--- src/rtl/microwave_pkg.sv ---
// rtl/microwave_pkg.sv - mode encodings and timing constants shared by the microwave blocks
package microwave_pkg;

  typedef enum logic [2:0] {
    MODE_IDLE   = 3'd0,
    MODE_SET    = 3'd1,
    MODE_RUN    = 3'd2,
    MODE_STOP   = 3'd3,
    MODE_FINISH = 3'd4
  } mode_e;

  localparam int CLK_HZ_DEFAULT = 100_000_000;
  localparam int ONE_SEC_CYCLES = CLK_HZ_DEFAULT;

  // Widen to 15 bits before the ceiling check so a large base can never wrap.
  function automatic logic [13:0] sat_add(input logic [13:0] base,
                                          input logic [14:0] step,
                                          input logic [13:0] ceiling);
    logic [14:0] sum;
    sum = {1'b0, base} + step;
    return (sum > {1'b0, ceiling}) ? ceiling : sum[13:0];
  endfunction

endpackage

--- src/rtl/microwave_sec2bcd.sv ---
// rtl/microwave_sec2bcd.sv - registered binary seconds to mm:ss BCD digits
module microwave_sec2bcd
  import microwave_pkg::*;
(
  input  logic        clk,
  input  logic        reset,
  input  logic [13:0] sec_bin,
  output logic [3:0]  min_tens,
  output logic [3:0]  min_ones,
  output logic [3:0]  sec_tens,
  output logic [3:0]  sec_ones
);

  logic [13:0] mins_w;
  logic [6:0]  mins7;
  logic [5:0]  secs6;
  logic [3:0]  min_tens_d, min_ones_d, sec_tens_d, sec_ones_d;
  logic [3:0]  min_tens_q, min_ones_q, sec_tens_q, sec_ones_q;

  // Minutes clamp at 99 so two display digits always suffice.
  always_comb begin
    mins_w     = sec_bin / 14'd60;
    mins7      = (mins_w > 14'd99) ? 7'd99 : mins_w[6:0];
    secs6      = 6'(sec_bin % 14'd60);
    min_tens_d = 4'(mins7 / 7'd10);
    min_ones_d = 4'(mins7 % 7'd10);
    sec_tens_d = 4'(secs6 / 6'd10);
    sec_ones_d = 4'(secs6 % 6'd10);
  end

  always_ff @(posedge clk or posedge reset) begin
    if (reset) begin
      min_tens_q <= '0;
      min_ones_q <= '0;
      sec_tens_q <= '0;
      sec_ones_q <= '0;
    end else begin
      min_tens_q <= min_tens_d;
      min_ones_q <= min_ones_d;
      sec_tens_q <= sec_tens_d;
      sec_ones_q <= sec_ones_d;
    end
  end

  assign min_tens = min_tens_q;
  assign min_ones = min_ones_q;
  assign sec_tens = sec_tens_q;
  assign sec_ones = sec_ones_q;

endmodule

--- src/rtl/microwave_timer.sv ---
// rtl/microwave_timer.sv - run_time entry/countdown for the microwave FSM; MICROWAVE_TIMER_BCD_EN adds mm:ss BCD outputs
module microwave_timer
  import microwave_pkg::*;
#(
  parameter int CLK_HZ   = ONE_SEC_CYCLES,
  parameter int STEP_SEC = 30,
  parameter int MAX_TIME = 5999
) (
  input  logic        clk,
  input  logic        reset,
  input  logic [2:0]  mode,
  input  logic        btnU,
  input  logic        btnD,
  input  logic        door,
  output logic [13:0] run_time,
  output logic        done,
  output logic        tick_1s
`ifdef MICROWAVE_TIMER_BCD_EN
  ,
  output logic [3:0]  min_tens,
  output logic [3:0]  min_ones,
  output logic [3:0]  sec_tens,
  output logic [3:0]  sec_ones
`endif
);

  localparam int              PW       = (CLK_HZ > 1) ? $clog2(CLK_HZ) : 1;
  localparam logic [PW-1:0]   PRE_LAST = PW'(CLK_HZ - 1);
  localparam logic [14:0]     STEP15   = 15'(STEP_SEC);
  localparam logic [13:0]     STEP14   = 14'(STEP_SEC);
  localparam logic [13:0]     MAX14    = 14'(MAX_TIME);

  logic [PW-1:0] presc_d, presc_q;
  logic [13:0]   run_time_d, run_time_q;
  logic          done_d, done_q;
  logic          tick_d, tick_q;
  logic          tick;
  logic [13:0]   dec_w;

  assign tick = (mode == MODE_RUN) && !door && (presc_q == PRE_LAST);

  always_comb begin
    presc_d    = presc_q;
    run_time_d = run_time_q;
    done_d     = 1'b0;
    tick_d     = tick;
    dec_w      = run_time_q;
    case (mode)
      MODE_SET: begin
        presc_d = '0;
        if (btnU && !btnD)
          run_time_d = sat_add(run_time_q, STEP15, MAX14);
        else if (btnD && !btnU)
          run_time_d = (run_time_q < STEP14) ? 14'd0 : run_time_q - STEP14;
      end
      MODE_RUN: begin
        // Door open freezes the prescaler so the partial second survives.
        if (!door)
          presc_d = tick ? '0 : presc_q + 1'b1;
        dec_w      = (tick && run_time_q != 14'd0) ? run_time_q - 14'd1 : run_time_q;
        run_time_d = btnU ? sat_add(dec_w, STEP15, MAX14) : dec_w;
        done_d     = tick && (run_time_q == 14'd1) && !btnU;
      end
      MODE_STOP: begin
      end
      default: begin
        presc_d    = '0;
        run_time_d = '0;
      end
    endcase
  end

  always_ff @(posedge clk or posedge reset) begin
    if (reset) begin
      presc_q    <= '0;
      run_time_q <= '0;
      done_q     <= 1'b0;
      tick_q     <= 1'b0;
    end else begin
      presc_q    <= presc_d;
      run_time_q <= run_time_d;
      done_q     <= done_d;
      tick_q     <= tick_d;
    end
  end

  assign run_time = run_time_q;
  assign done     = done_q;
  assign tick_1s  = tick_q;

`ifdef MICROWAVE_TIMER_BCD_EN
  microwave_sec2bcd u_sec2bcd (
    .clk      (clk),
    .reset    (reset),
    .sec_bin  (run_time_q),
    .min_tens (min_tens),
    .min_ones (min_ones),
    .sec_tens (sec_tens),
    .sec_ones (sec_ones)
  );
`endif

endmodule

--- config.mk ---
export PLATFORM = sky130hd
export DESIGN_NAME = microwave_timer
export DESIGN_NICKNAME = d
export VERILOG_FILES = /design/src/rtl/microwave_pkg.sv /design/src/rtl/microwave_sec2bcd.sv /design/src/rtl/microwave_timer.sv
export SDC_FILE = /design/constraint.sdc
export NUM_CORES = 1
export LEC_CHECK = 0
export ABC_CLOCK_PERIOD_IN_PS = 5200
export CAP_MARGIN = 20
export CORE_UTILIZATION = 50
export CTS_CLUSTER_DIAMETER = 150
export DETAILED_ROUTE_END_ITERATION = 8
export PLACE_DENSITY = 0.69
export SETUP_SLACK_MARGIN = 0.4
export SLEW_MARGIN = 40
export SYNTH_ARGS = -nofsm -noshare
export SYNTH_HDL_FRONTEND = slang
export SYNTH_SLANG_ARGS = --single-unit
export TNS_END_PERCENT = 50
--- constraint.sdc ---
create_clock -name clk -period 5.2 [get_ports clk]
set_input_delay 1.04 -clock clk [delete_from_list [all_inputs] [get_ports clk]]
set_output_delay 1.04 -clock clk [all_outputs]
set_load 0.005 [all_outputs]
==> flow_metrics.py, run 1 <==
metrics = {
    "floorplanning": {
        "start_util": 0.528,
        "die-area_um2": 8650,
        "core_um2": 7850,
        "top_level_ports": 24,
        "fp.dieW_um": 93.0,
        "dieHeight_um": 93.0,
        "placementRows": 32,
    },
    "grt": {
        "grt_overflow": 0,
        "grt_pass1_wl_mm": 20.9,
        "antenna_found_initial": 0,
        "grt.total_usage": 0.306,
        "grt_pass1_vias": 4253,
        "grt_max_degree": 44,
    },
    "critical_path": {
        "reg2reg_to": "run_time[6]",
        "worstPathCellList": "buf_6 > or3b_4 > or4_4 > or4b_4 > nor2_4 > xnor2_2 > ha_4 > o211ai_1 > a22oi_2 > o211a_1 > o311ai_4 > a32oi_4 > o21ai_4 > buf_6 > nand4_1 > a31o_1",
        "critPathMaxStageDelay_ps": 600,
        "critPathLaunchType": "input pin",
        "cp_max_fo": 5,
        "crit_path_frequent_cell": "buf_6",
        "critPathKind": "input pin to flip-flop",
        "arrival_ps": 5030,
        "slowest_stage": "or4b_4",
        "cp_data_required_time_ps": 5400,
        "r2r_start": "presc_q[0]",
        "r2r_slack_ps": 590,
        "setup.worst_path.end_class": "flip-flop",
        "rr_worst_depth": 16,
    },
    "timing": {
        "whs_ps": 543,
        "finalMaxSlewViolations": 0,
        "fin_skew_ps": 9.07,
        "tightest_slew_ps": 911,
        "fmax_mhz": 207,
        "grt_setup_unrepaired": "yes",
        "finalCritPeriodShare": 0.929,
        "setup_viol": 0,
        "hold_viol": 0,
        "fin_crit_ps": 4830,
        "slew_headroom": 0.390,
    },
    "layout": {
        "final_cell_mix": "nor2_1 (64), nand2_1 (55), buf_4 (44)",
        "antenna_cells": 0,
        "multiInputGateArea_um2": 2980,
        "ff_latch_area_um2": 1080,
        "fill_cells": 709,
        "area_growth_pct": 19.3,
        "design_area_um2": 4940,
        "drive_above_1_share": 0.168,
        "final_common_cell": "nor2_1",
        "finalNetCount": 600,
        "utilization": 0.629,
    },
    "logic_synthesis": {
        "synth_cell_types": 83,
        "synth_adder_area_share": 0.0242,
        "synth_ff_type": "dfrtp_1",
        "yosysWarnings": 0,
        "synthArstFlopShare": 1.00,
        "postSynthAreaPerCell_um2": 7.65,
        "ys_seq_area_frac": 0.260,
        "synth_edf_count": 0,
        "yosys-top-cells-area": "dfrtp_1 (26%), nor2_1 (6.0%), nand2_1 (5.0%)",
        "synth_top_family_by_area": "simple AND/OR/NAND/NOR gates",
        "synth_area_leader_cell": "dfrtp_1",
        "synth_fp_nets": 557,
        "synth-xor-area-share": 0.0907,
        "synth_compound_gate_area_share": 0.208,
        "synth_top_area_share": 0.260,
        "netlist_instances": 541,
        "yosys-mux-area-fraction": 0.0206,
        "ys_ff_latch": 43,
        "synthSimpleGateAreaFrac": 0.345,
        "netlist_area_um2": 4140,
    },
    "cts": {
        "cts_root_buffer": "clkbuf_8",
        "cts_made_buffers": 5,
        "cts_tree": "built",
        "cts.path.max_buffers": 2,
        "cts_sinks": 43,
        "cts.htree.levels": 2,
        "worst_skew_pair.late_latency_ps": 300,
        "clkTransAtPathRegs_ps": 90,
    },
    "power_and_ir_drop": {
        "power_mw": 1.03,
        "p_per_area_nw_per_um2": 209,
        "ir_drop_v": 0.000143,
        "p_leak_nw": 1.94,
    },
    "min_path": {
        "hold_end": "presc_q[3]",
        "hp-start": "presc_q[3]",
        "hold_class": "flip-flop to flip-flop",
        "min_path_cells": 1,
    },
    "detailed_routing": {
        "wire_per_inst_um": 18.5,
        "via_per_inst": 6.45,
        "dr.pass1.iters": 6,
        "vias": 4431,
        "wirelength_mm": 12.7,
        "drtAntennaViolNets": 0,
        "drt_iter0_markers": 467,
        "drc": 0,
    },
    "status": {
        "outcome": "finished clean",
    },
    "placement": {
        "dp_hpwl_mm": 9.13,
        "place_congestion": 0.916,
        "numPortBuffers": 23,
        "place_area_um2": 4680,
    },
    "job": {
        "drv_cap": 0,
    },
}
==> area by class of cell <==
type,count,share of cell area
Inverter,15,0.0119
Multi-Input combinational cell,449,0.603
Clock inverter,2,0.00329
Clock buffer,6,0.0167
Sequential cell,43,0.218
Tap cell,102,0.0258
Timing Repair Buffer,70,0.121
==> power breakdown <==
part           switching [mW]  leakage [nW]  internal [mW]  total, mW
sequential             0.0215         0.593          0.344      0.366
combinational           0.252          1.30          0.174      0.425
clock                   0.131        0.0474          0.109      0.240
==> synthesized netlist by cell type (6+ instances only) <==
cell type  count
o21ai_0       31
ha_1           8
dfrtp_1       43
nand4_1       13
a21o_1         7
nand2_1       55
and3_1         7
clkbuf_1      27
or3_1         12
a21oi_1       22
inv_1         15
nor3_1        20
xor2_1        22
nor4_1         6
nor2_1        66
nand3_1       28
a31oi_1       11
nand2b_1       9
xnor2_1       19
==> worst max-delay path, delay by kind of cell <==
kind / cells / cell delay [ps]
AND/OR/NAND/NOR: 5 / 1770
AO/OA/AOI/OAI: 7 / 1580
adder cells (fa/ha/maj): 1 / 250
buffers and inverters: 2 / 230
XOR/XNOR: 1 / 160
==> how the worst max path moves through the flow <==
stage                   endpoint  slack [ps]  startpoint
global route         run_time[6]         230     mode[0]
CTS                  run_time[7]         420     mode[2]
floorplan            run_time[4]         180     mode[0]
detailed placement   run_time[7]        -240     mode[0]
finish               run_time[6]         370     mode[0]
global placement    run_time[13]        -130     mode[0]
==> layer usage <==
metal	part of all wire	vias up	global-route usage
li1	-	2052	-
met1	0.45	2126	0.450
met2	0.45	228	0.469
met3	0.080	25	0.0358
met4	0.015	0	0.0910
met5	0	-	0
==> flip-flops by register name, summed over array words and instances, names as in the netlist <==
register and flops:
presc_q 27, done 1, run_time 14, tick_1s 1
==> metrics by stage <==
stage	std cells	TNS [ps]	worst slack (ps)
floorplan	541	0	181
global placement	672	-993	-127
detailed placement	672	-1990	-244
CTS	685	0	425
global route	687	0	228
finish	687	0	369
==> repair_timing <==
item	4_1_cts	5_1_grt
endpoints found under the setup margin	14	14
resized for setup	6	19
setup buffers	5	2
pin swaps	12	19
gates cloned	0	0
hold buffers	0	0
==> cell families (layout without fill, tap and decap cells) <==
group	after synthesis	after routing
AO/OA/AOI/OAI	127	127
XOR/XNOR	42	42
adder cells (fa/ha/maj)	8	8
buffers and inverters	49	93
flip-flops	43	43
multiplexers	8	8
AND/OR/NAND/NOR	264	264
Note: power is estimated with default switching activity, not from simulation.
==> run 2: changes to the inputs <==
--- a/config.mk
+++ b/config.mk
@@ -12,6 +12,7 @@
 export DETAILED_ROUTE_END_ITERATION = 8
 export PLACE_DENSITY = 0.69
 export SETUP_SLACK_MARGIN = 0.4
+export SKIP_CTS_REPAIR_TIMING = 1
 export SLEW_MARGIN = 40
 export SYNTH_ARGS = -nofsm -noshare
 export SYNTH_HDL_FRONTEND = slang
==> run 2 against run 1 <==
Net effect:
- cell count shrank 0.29%
- cell area down 1.6%
- register-to-register slack better by 140 ps
- sequential share of layout area up 0.35 points
- fmax grew 2.9%
- global-route usage down 0.26 points
- clock skew up 0.64 ps
- sequential power is essentially flat
==> flow_metrics.py, run 2 (same netlist as run 1, synthesis figures left out) <==
metrics = {
    "floorplanning": {
        "core_um2": 7850,
        "top_level_ports": 24,
        "start_util": 0.528,
        "dieHeight_um": 93.0,
        "die-area_um2": 8650,
        "placementRows": 32,
        "fp.dieW_um": 93.0,
    },
    "cts": {
        "cts.path.max_buffers": 2,
        "cts_tree": "built",
        "cts_root_buffer": "clkbuf_8",
        "clkTransAtPathRegs_ps": 100,
        "cts_sinks": 43,
        "worst_skew_pair.late_latency_ps": 300,
        "cts_made_buffers": 5,
        "cts.htree.levels": 2,
    },
    "layout": {
        "multiInputGateArea_um2": 2920,
        "regMostFlops": "presc_q",
        "ff_latch_area_um2": 1080,
        "largest_register_ff_count": 27,
        "area_growth_pct": 17.4,
        "finalNetCount": 598,
        "final_cell_mix": "nor2_1 (65), nand2_1 (55), dfrtp_1 (43), buf_4 (43), o21ai_0 (30)",
        "final_common_cell": "nor2_1",
        "design_area_um2": 4860,
        "utilization": 0.620,
        "drive_above_1_share": 0.154,
        "antenna_cells": 0,
        "fill_cells": 720,
    },
    "timing": {
        "setup_viol": 0,
        "tightest_slew_ps": 871,
        "fin_setup_tns_ps": 0,
        "hold_viol": 0,
        "grt_setup_unrepaired": "yes",
        "fin_skew_ps": 9.71,
        "fin_crit_ps": 4690,
        "finalCritPeriodShare": 0.903,
        "finalMaxSlewViolations": 0,
        "slew_headroom": 0.417,
        "fmax_mhz": 213,
        "worst_slack_ps": 505,
    },
    "critical_path": {
        "worstPathCellList": "clkbuf_2 > or3b_4 > or4_4 > or4b_4 > nor2_4 > xnor2_2 > ha_2 > buf_6 > nand4_1 > a22oi_2 > nand2_1 > or4b_4 > a32oi_4 > o21ai_4 > buf_12 > o211ai_1 > nand4_1",
        "cp_data_required_time_ps": 5380,
        "rr_worst_depth": 17,
        "critPathLaunchType": "input pin",
        "critPathMaxStageDelay_ps": 550,
        "r2r_slack_ps": 730,
        "critical_path_depth": 17,
        "slowest_stage": "or4b_4",
        "critPathKind": "input pin to flip-flop",
        "arrival_ps": 4870,
        "critPathTopFamily": "simple AND/OR/NAND/NOR gates",
        "setup.worst_path.end_class": "flip-flop",
        "r2r_start": "presc_q[0]",
        "cp_max_fo": 6,
        "reg2reg_to": "run_time[7]",
        "crit_buf_inv": 3,
    },
    "placement": {
        "place_congestion": 0.916,
        "numPortBuffers": 23,
        "dp_hpwl_mm": 9.13,
        "place_area_um2": 4680,
        "pre_cts_slack_ps": -244,
    },
    "detailed_routing": {
        "wirelength_mm": 12.7,
        "drt_iter0_markers": 423,
        "drc": 0,
        "drtAntennaViolNets": 0,
        "wire_per_inst_um": 18.6,
        "vias": 4389,
        "dr.pass1.iters": 6,
        "via_per_inst": 6.41,
    },
    "grt": {
        "met3_usage": 0.0358,
        "gr-usage-met1": 0.449,
        "grt_pass1_wl_mm": 20.7,
        "grt.total_usage": 0.303,
        "busiest_layer": "met2",
        "grt_max_degree": 44,
        "gr-usage-met2": 0.461,
        "grt_pass1_vias": 4205,
        "antenna_found_initial": 0,
        "grt_overflow": 0,
    },
    "min_path": {
        "hp-start": "presc_q[3]",
        "hold_end": "presc_q[3]",
        "hold_class": "flip-flop to flip-flop",
        "min_path_cells": 1,
    },
    "power_and_ir_drop": {
        "ir_drop_v": 0.000144,
        "p_per_area_nw_per_um2": 209,
        "power_mw": 1.02,
        "p_leak_nw": 1.94,
    },
    "job": {
        "drv_cap": 0,
    },
    "status": {
        "outcome": "finished clean",
    },
}
==> run 2: how the worst max path moves through the flow <==
stage / endpoint / start / slack, ps
3_3_place_gp: run_time[13] / mode[0] / -130
3_5_place_dp: run_time[7] / mode[0] / -240
4_1_cts: run_time[7] / mode[0] / 70
2_1_floorplan: run_time[4] / mode[0] / 180
5_1_grt: run_time[7] / door / 340
6_report: run_time[7] / door / 510
==> run 2: layout make-up <==
cell class	count	share of cell area
Inverter	15	0.0121
Sequential cell	43	0.221
Multi-Input combinational cell	449	0.601
Clock inverter	2	0.00335
Timing Repair Buffer	68	0.119
Clock buffer	6	0.0170
Tap cell	102	0.0262
==> run 2: stage by stage <==
stage,hold WS (ps),instances
after detailed placement,505,672
after global placement,503,672
after global routing,558,685
final,542,685
after floorplan,470,541
after CTS,523,680
==> run 2: power by group <==
part | switching, mW | internal (mW)
combinational | 0.245 | 0.165
sequential | 0.0214 | 0.344
clock | 0.132 | 0.109
total | 0.399 | 0.618
==> run 2: routing by layer <==
metal,part of all wire,vias to the layer above
li1,-,2050
met3,0.086,28
met1,0.46,2081
met4,0.018,0
met2,0.44,230
met5,0,-
==> run 3: changes to the inputs <==
--- a/config.mk
+++ b/config.mk
@@ -5,14 +5,16 @@
 export SDC_FILE = /design/constraint.sdc
 export NUM_CORES = 1
 export LEC_CHECK = 0
-export ABC_CLOCK_PERIOD_IN_PS = 5200
+export ABC_CLOCK_PERIOD_IN_PS = 4100
 export CAP_MARGIN = 20
 export CORE_UTILIZATION = 50
 export CTS_CLUSTER_DIAMETER = 150
+export CTS_CLUSTER_SIZE = 16
 export DETAILED_ROUTE_END_ITERATION = 8
-export PLACE_DENSITY = 0.69
+export PLACE_DENSITY = 0.71
 export SETUP_SLACK_MARGIN = 0.4
 export SKIP_CTS_REPAIR_TIMING = 1
+export SKIP_LAST_GASP = 1
 export SLEW_MARGIN = 40
 export SYNTH_ARGS = -nofsm -noshare
 export SYNTH_HDL_FRONTEND = slang
==> constraint.sdc (replaced) <==
create_clock -name clk -period 4.1 [get_ports clk]
set_input_delay 0.82 -clock clk [delete_from_list [all_inputs] [get_ports clk]]
set_output_delay 0.82 -clock clk [all_outputs]
set_load 0.005 [all_outputs]
==> run 3 against run 2 <==
Net effect:
- the flow now finishes with violations (setup timing)
- via count up 7.1%
- largest cell class unchanged
- global-route usage up 1.7 points
- flip-flop and latch count unchanged
- count of clock-buffer cells in the layout is the same
- combinational power grew 45%
==> flow_metrics.py, run 3 (same netlist as run 1, synthesis figures left out) <==
metrics = {
    "power_and_ir_drop": {
        "p_leak_nw": 2.27,
        "p_per_area_nw_per_um2": 252,
        "ir_drop_v": 0.000266,
    },
    "critical_path": {
        "reg2reg_to": "run_time[0]",
        "setup.worst_path.end_class": "flip-flop",
        "critPathMaxStageDelay_ps": 550,
        "arrival_ps": 4970,
        "critPathCapture": "run_time[0]",
        "cp_max_fo": 5,
        "slowest_stage": "or4b_4",
        "crit_path_frequent_cell": "buf_6",
        "cp_data_required_time_ps": 4340,
        "critical_path_depth": 18,
        "r2r_start": "presc_q[0]",
        "worstPathCellList": "buf_6 > or3b_4 > or4_4 > or4b_4 > nor2_4 > xnor2_2 > ha_2 > buf_6 > nand4_1 > buf_4 > a21o_1 > nor3_1 > o311ai_2 > a32oi_4 > o21ai_4 > buf_6 > o21ai_2 > a22o_1",
        "critPathTopFamily": "simple AND/OR/NAND/NOR gates",
        "critPathLaunchType": "input pin",
        "critPathKind": "input pin to flip-flop",
        "r2r_slack_ps": -550,
        "startpoint": "door",
        "crit_buf_inv": 4,
        "rr_worst_depth": 18,
    },
    "floorplanning": {
        "core_um2": 7850,
        "dieHeight_um": 93.0,
        "fp.dieW_um": 93.0,
        "start_util": 0.528,
        "die-area_um2": 8650,
        "placementRows": 32,
        "top_level_ports": 24,
    },
    "detailed_routing": {
        "via_per_inst": 6.27,
        "drtAntennaViolNets": 0,
        "vias": 4701,
        "wirelength_mm": 13.5,
        "drc": 0,
        "drt_iter0_markers": 466,
        "wire_per_inst_um": 18.0,
        "dr.pass1.iters": 8,
    },
    "grt": {
        "grt.total_usage": 0.320,
        "grt_max_degree": 44,
        "grt_overflow": 0,
        "grt_pass1_vias": 4428,
        "grt_pass1_wl_mm": 21.7,
        "antenna_found_initial": 1,
    },
    "cts": {
        "clkTransAtPathRegs_ps": 90,
        "worst_skew_pair.late_latency_ps": 300,
        "cts_tree": "built",
        "cts.htree.levels": 2,
        "cts_root_buffer": "clkbuf_8",
        "cts_made_buffers": 5,
        "cts.path.max_buffers": 2,
        "cts_sinks": 43,
    },
    "timing": {
        "slew_headroom": 0.535,
        "grt_setup_unrepaired": "yes",
        "fmax_mhz": 212,
        "setup_viol": 14,
        "worst_slack_ps": -625,
        "fin_skew_ps": 5.62,
        "hold_viol": 0,
        "finalMaxSlewViolations": 0,
        "finalCritPeriodShare": 1.15,
        "tightest_slew_ps": 693,
        "fin_crit_ps": 4720,
    },
    "layout": {
        "largest_register_ff_count": 27,
        "fill_cells": 671,
        "drive_above_1_share": 0.239,
        "regMostFlops": "presc_q",
        "design_area_um2": 5350,
        "area_growth_pct": 29.1,
        "finalNetCount": 663,
        "antenna_cells": 0,
        "final_common_cell": "buf_4",
        "utilization": 0.681,
        "stdcell_count": 750,
        "final_cell_mix": "buf_4 (105), nor2_1 (64), nand2_1 (55)",
    },
    "placement": {
        "place_area_um2": 5170,
        "dp_hpwl_mm": 10.1,
        "numPortBuffers": 23,
        "place_congestion": 0.975,
        "dp.cells": 739,
    },
    "status": {
        "outcome": "finished with violations",
        "violations": "setup timing",
    },
    "min_path": {
        "hp-start": "presc_q[7]",
        "hold_class": "flip-flop to flip-flop",
    },
    "job": {
        "drv_cap": 0,
    },
}
run 3: cell count changes in the layout (fill, tap and decap cells not counted), sizes merged:
| cell | before | now |
|---|---|---|
| clkbuf | 8 | 7 |
| buf | 45 | 110 |
| o21ai | 35 | 36 |
run 3: cell type report:
cell class / instances / area [um2] / area share
inverter: 15 / 58.8 / 0.0110
multi-input combinational: 450 / 2920 / 0.546
clock inverter: 2 / 16.3 / 0.00304
clock buffer: 6 / 82.6 / 0.0154
sequential: 43 / 1080 / 0.201
timing repair buffer: 132 / 1060 / 0.199
tap: 102 / 128 / 0.0239
run 3: power by group:
part           total [mW]  switching, mW  internal [mW]
sequential          0.448         0.0104          0.437
combinational       0.596          0.347          0.249
clock               0.305          0.167          0.138
run 3: worst min-delay path by stage:
stage | endpoint | slack (ps) | cells after the start
after floorplan | presc_q[3] | 470 | 1
after global placement | presc_q[7] | 540 | 2
after detailed placement | presc_q[7] | 560 | 2
after CTS | presc_q[7] | 580 | 2
after global routing | presc_q[7] | 610 | 2
final | presc_q[7] | 580 | 2
run 3: per-stage QoR:
stage / TNS, ps / power [mW] / hold slack [ps] / setup slack, ps
detailed placement: -14530 / 1.02 / 560 / -1140
global route: -8980 / 1.41 / 614 / -749
floorplan: -8670 / 0.792 / 470 / -698
global placement: -13450 / 1.01 / 538 / -1060
CTS: -10290 / 1.32 / 578 / -843
finish: -7220 / 1.35 / 579 / -625
run 3: metal layers:
metal,up-vias,share of wire,track usage
met5,-,0,0
li1,2176,-,-
met1,2210,0.42,0.451
met4,0,0.017,0.0897
met3,38,0.12,0.0610
met2,277,0.45,0.500
run 3: tightest hold or removal path, stage by stage, from the launching register on:
cell and delay, ps:
dfrtp_1 390, xor2_1 80, nor2_1 80
